### config.mk
export PLATFORM = sky130hd
export DESIGN_NAME = pipe_scroller
export DESIGN_NICKNAME = d
export VERILOG_FILES = /design/src/rtl/pipe_scroller.sv
export SDC_FILE = /design/constraint.sdc
export NUM_CORES = 1
export LEC_CHECK = 0
export CAP_MARGIN = 20
export CORE_MARGIN = 3
export CORE_UTILIZATION = 45
export DETAILED_ROUTE_END_ITERATION = 16
export PLACE_DENSITY = 0.83
export REMOVE_ABC_BUFFERS = 1
export SYNTH_ARGS = -nofsm -noshare
export SYNTH_HDL_FRONTEND = slang
export SYNTH_SLANG_ARGS = --single-unit
### constraint.sdc
create_clock -name clk -period 3.2 [get_ports clk]
set_clock_uncertainty 0.05 [all_clocks]
set_input_delay 0.64 -clock clk [delete_from_list [all_inputs] [get_ports clk]]
set_output_delay 0.64 -clock clk [all_outputs]
set_load 0.005 [all_outputs]
### src/rtl/pipe_scroller.sv
// Scrolls one obstacle pipe leftward per frame tick and respawns it at the right
// edge after fetching a fresh gap height over a req/ack handshake.
module pipe_scroller #(
  parameter int SPAWN_X   = 640,
  parameter int PIPE_W    = 80,
  parameter int BIRD_X    = 160,
  parameter int MIN_Y     = 40,
  parameter int MAX_Y     = 400,
  parameter int DEFAULT_Y = 200,
  parameter int TIMEOUT   = 1024
) (
  input  logic               clk,
  input  logic               reset,
  input  logic               start,
  input  logic               frame_tick,
  input  logic               pause,
  input  logic [3:0]         speed,
  input  logic [8:0]         height_in,
  input  logic               height_ack,
  output logic               height_req,
  output logic signed [10:0] pipe_x,
  output logic [8:0]         gap_y,
  output logic               pipe_visible,
  output logic               score_pulse,
  output logic               req_timeout
);

  localparam logic [1:0] S_IDLE = 2'd0;
  localparam logic [1:0] S_REQ  = 2'd1;
  localparam logic [1:0] S_MOVE = 2'd2;

  localparam int HALF = PIPE_W / 2;
  localparam int CW   = $clog2(TIMEOUT);

  localparam logic signed [10:0] SPAWN11 = 11'(SPAWN_X);
  localparam logic signed [10:0] BIRD11  = 11'(BIRD_X);
  localparam logic signed [10:0] NHALF11 = 11'(-HALF);
  localparam logic signed [11:0] HALF12  = 12'(HALF);
  localparam logic signed [11:0] SPAWN12 = 12'(SPAWN_X);
  localparam logic [8:0]         MIN9    = 9'(MIN_Y);
  localparam logic [8:0]         MAX9    = 9'(MAX_Y);
  localparam logic [8:0]         DEF9    = 9'(DEFAULT_Y);
  localparam logic [CW-1:0]      LAST    = CW'(TIMEOUT - 1);

  logic [1:0]         state_q, state_d;
  logic signed [10:0] pipe_x_q, pipe_x_d;
  logic [8:0]         gap_y_q, gap_y_d;
  logic               req_q, req_d;
  logic               score_q, score_d;
  logic               tout_q, tout_d;
  logic [CW-1:0]      cnt_q, cnt_d;

  logic signed [10:0] nx;
  logic signed [11:0] xe;
  logic [8:0]         clamped;
  logic               step;

  always_comb begin
    nx      = pipe_x_q - $signed({7'b0, speed});
    clamped = height_in;
    if (height_in < MIN9) clamped = MIN9;
    else if (height_in > MAX9) clamped = MAX9;
    step     = frame_tick && !pause && (speed != 4'd0);
    state_d  = state_q;
    pipe_x_d = pipe_x_q;
    gap_y_d  = gap_y_q;
    tout_d   = tout_q;
    cnt_d    = cnt_q;
    score_d  = 1'b0;
    case (state_q)
      S_IDLE: begin
        if (start) state_d = S_REQ;
      end
      S_REQ: begin
        cnt_d = cnt_q + CW'(1);
        if (height_ack) begin
          gap_y_d  = clamped;
          pipe_x_d = SPAWN11;
          cnt_d    = '0;
          state_d  = S_MOVE;
        end else if (cnt_q == LAST) begin
          gap_y_d  = DEF9;
          pipe_x_d = SPAWN11;
          tout_d   = 1'b1;
          cnt_d    = '0;
          state_d  = S_MOVE;
        end
      end
      S_MOVE: begin
        if (step) begin
          pipe_x_d = nx;
          score_d  = (pipe_x_q > BIRD11) && (nx <= BIRD11);
          if (nx <= NHALF11) state_d = S_REQ;
        end
      end
      default: state_d = S_IDLE;
    endcase
    req_d = (state_d == S_REQ);
  end

  always_ff @(posedge clk or posedge reset) begin
    if (reset) begin
      state_q  <= S_IDLE;
      pipe_x_q <= SPAWN11;
      gap_y_q  <= DEF9;
      req_q    <= 1'b0;
      score_q  <= 1'b0;
      tout_q   <= 1'b0;
      cnt_q    <= '0;
    end else begin
      state_q  <= state_d;
      pipe_x_q <= pipe_x_d;
      gap_y_q  <= gap_y_d;
      req_q    <= req_d;
      score_q  <= score_d;
      tout_q   <= tout_d;
      cnt_q    <= cnt_d;
    end
  end

  // Widened by one bit so the +/- half-width edges cannot wrap.
  always_comb begin
    xe           = $signed({pipe_x_q[10], pipe_x_q});
    pipe_visible = (xe + HALF12 > 12'sd0) && (xe - HALF12 < SPAWN12);
  end

  assign height_req  = req_q;
  assign pipe_x      = pipe_x_q;
  assign gap_y       = gap_y_q;
  assign score_pulse = score_q;
  assign req_timeout = tout_q;

endmodule
==> impl_metrics.toml <==
[power]
p_seq_share_pct = 35.2
cell_internal_pwr_mw = 1.311
p_sw_share_pct = 39.83
p_leak_nw = 1.117
irDropWorstVdd_mv = 0.3398
combPwrFrac_pct = 49.9
total_power_mw = 2.179
p_switching_mw = 0.8677
p_clk_share_pct = 15.0
p_per_area_nw_per_um2 = 822.9

[clock_tree]
clock_sinks = 35
clockBufferDepth = 2
clkTransAtPathRegs_ps = 80
cts_resized = 0
cts-root-buf = "clkbuf_8"
htreeDepth = 2
clk_latency_ps = 300
cts_buffers = 5
cts.hold.buffers_added = 0
cts_tree = "done"
post-cts-setup-buffers = 0

[timing]
worst_pin_slew_ps = 613.5
max_freq_mhz = 330.5
layout_worst_path_cycle_share_pct = 94.55
max-slew-margin-rel_pct = 58.95
final_hold_viol_count = 0
maxSlewViolCount = 0
setup_viol = 0
period_minus_slack_ps = 3026
rsz0062_at_grt = "false"

[critical_path]
cp-endpoint = "score_pulse"
cp_max_fo = 2
critPathKind = "input pin to flop"
startpoint_type = "input pin"
rrSetupSlack_ps = 560
critPathCaptureType = "flop"
reg2reg_to = "score_pulse"
rr_startpoint = "pipe_x[0]"
ff2ff_path_depth = 9
crit_required_ps = 3330
crit_path_start = "speed[0]"
cp.arrival_ps = 3160

[route]
ant_nets = 0
firstDrtPassIters = 4
drcViolationCount = 0
dr_total_vias = 1828
avgRoutedWirePerCell_um = 14.71
drt_iter0_markers = 105
wirelength_um = 4750
routed_via_density = 5.659

[logic_synthesis]
synth-async-reset-ratio_pct = 100.0
synthTopCellsByArea = "dfrtp_1 (36%), dfstp_2 (6.3%), nor2_1 (4.5%), ha_1 (4.2%), xor2_1 (3.8%)"
syn_area_um2 = 2072
synthFlopType = "dfrtp_1"
yosysTopAreaCell = "dfrtp_1"
ys_types = 55
syn_inst = 226
synth_warnings = 0
yosysMostFrequentCell = "dfrtp_1"
synth-edff-count = 0
yosysTopAreaCellShare_pct = 36.23
yosysSeqAreaShare_pct = 42.57
yosys-top-cells-count = "dfrtp_1 (30), nor2_1 (25), nand2_1 (20)"
syn_area_per_cell_um2 = 9.168
yosys_register_bits = 35

[finish]
nNetsFinal = 297
final_cell_area_um2 = 2648
n_fill_cell = 373
syn2layout_area_growth_pct = 27.78
drive_above_1_share_pct = 11.07
diodes = 0

[global_routing]
grt_max_degree = 36
first_global_vias = 1727
grt.total_usage_pct = 18.70
antenna_found_initial = 0
grt_pass1_wl_um = 7948
overflow = 0

[die]
ios = 43
core_area_um2 = 4414
die_x_um = 73.86
dieArea_um2 = 5455
die_y_um = 73.86
start_util_pct = 46.94
rows = 24

[min_path]
hold_path_class = "flop to flop"

[placed_design]
place_hpwl_um = 3631
place_congestion = 0.9347
dpl_cell_area_um2 = 2552
numPortBuffers = 42

[run]
maxCapViolations = 0

[outcome]
outcome = "finished clean"
[logic make-up after synthesis]
| kind of cell | synth area share (%) |
|---|---|
| buffers and inverters | 4.046 |
| multiplexers | 0.5434 |
| adder cells (fa/ha/maj) | 5.193 |
| XOR/XNOR | 6.341 |
| AND/OR/NAND/NOR | 22.28 |
| AO/OA/AOI/OAI | 19.02 |
| flip-flops | 42.57 |
[metrics by stage]
stage	util [%]	setup TNS (ps)	instances	setup WS, ps	hold WS, ps
finish	59.98	0	323	174.3	408.6
global route	59.98	0	323	8.746	446.5
CTS	59.84	0	323	140.1	411.8
detailed placement	57.82	-382.5	315	-165.9	393.8
global placement	57.82	-145.1	315	-68.85	389.9
floorplan	-	0	216	465.1	401.0
[sequential cells by signal, summed over array words and instances, names as in the netlist]
register and cells:
pipe_x 11, cnt_q 10, gap_y 9, state_q 2, height_req 1, req_timeout 1, score_pulse 1
[worst min-delay path by stage]
stage	from	to	slack (ps)	depth (start not counted)
2_1_floorplan	req_timeout	req_timeout	400	1
3_3_place_gp	req_timeout	req_timeout	390	1
3_5_place_dp	req_timeout	req_timeout	390	1
4_1_cts	req_timeout	req_timeout	410	1
5_1_grt	req_timeout	req_timeout	450	1
6_report	req_timeout	req_timeout	410	1
[cell usage in the layout, fill, tap and decap left out, types with 2 or more instances in the layout]
cell type,n
clkdlybuf4s50_1,42
dfrtp_1,30
nor2_1,25
nand2_1,20
nand3_1,11
o21ai_0,11
inv_1,11
nor3_1,10
xor2_1,9
a21oi_1,8
ha_1,7
xnor2_1,6
nor2b_1,5
o31ai_1,5
a22o_1,5
clkbuf_8,5
dfstp_2,5
buf_4,5
a31oi_1,3
and3_1,2
o21ai_1,2
or2_1,2
nand2b_1,2
nand4_1,2
nor4_2,2
or3_1,2
a32o_1,2
o41ai_1,2
clkinvlp_4,2
[power groups by stage]
stage               clock, mW  combinational, mW  sequential [mW]
floorplan                   0              0.641            0.746
global placement            0               1.04            0.763
detailed placement          0               1.08            0.769
CTS                     0.331               1.08            0.763
global route            0.345               1.20            0.791
finish                  0.326               1.09            0.766
[critical path, cell delays in order]
cell and delay (ps):
clkdlybuf4s50_1 430, ha_1 240, fa_1 420, xor2_1 260
nand3_1 140, or3_1 380, a21boi_1 150, o211ai_1 110
a2111oi_2 380
[metal layers]
| layer | vias up | part of all wire [%] | track usage (%) |
|---|---|---|---|
| li1 | 890 | - | - |
| met1 | 887 | 45 | 25.21 |
| met2 | 44 | 49 | 29.82 |
| met3 | 7 | 5.1 | 4.241 |
| met4 | 0 | 1.3 | 5.634 |
| met5 | - | 0 | 0 |
[area by class of cell]
cell class | instances | area (µm²) | share of cell area [%]
multi-input combinational | 170 | 1112 | 42.01
sequential | 35 | 882.1 | 33.32
timing repair buffer | 47 | 457.9 | 17.30
clock buffer | 5 | 68.82 | 2.599
tap | 52 | 65.06 | 2.457
inverter | 11 | 41.29 | 1.560
clock inverter | 3 | 20.02 | 0.7561
(Power assumes the default switching activity.)
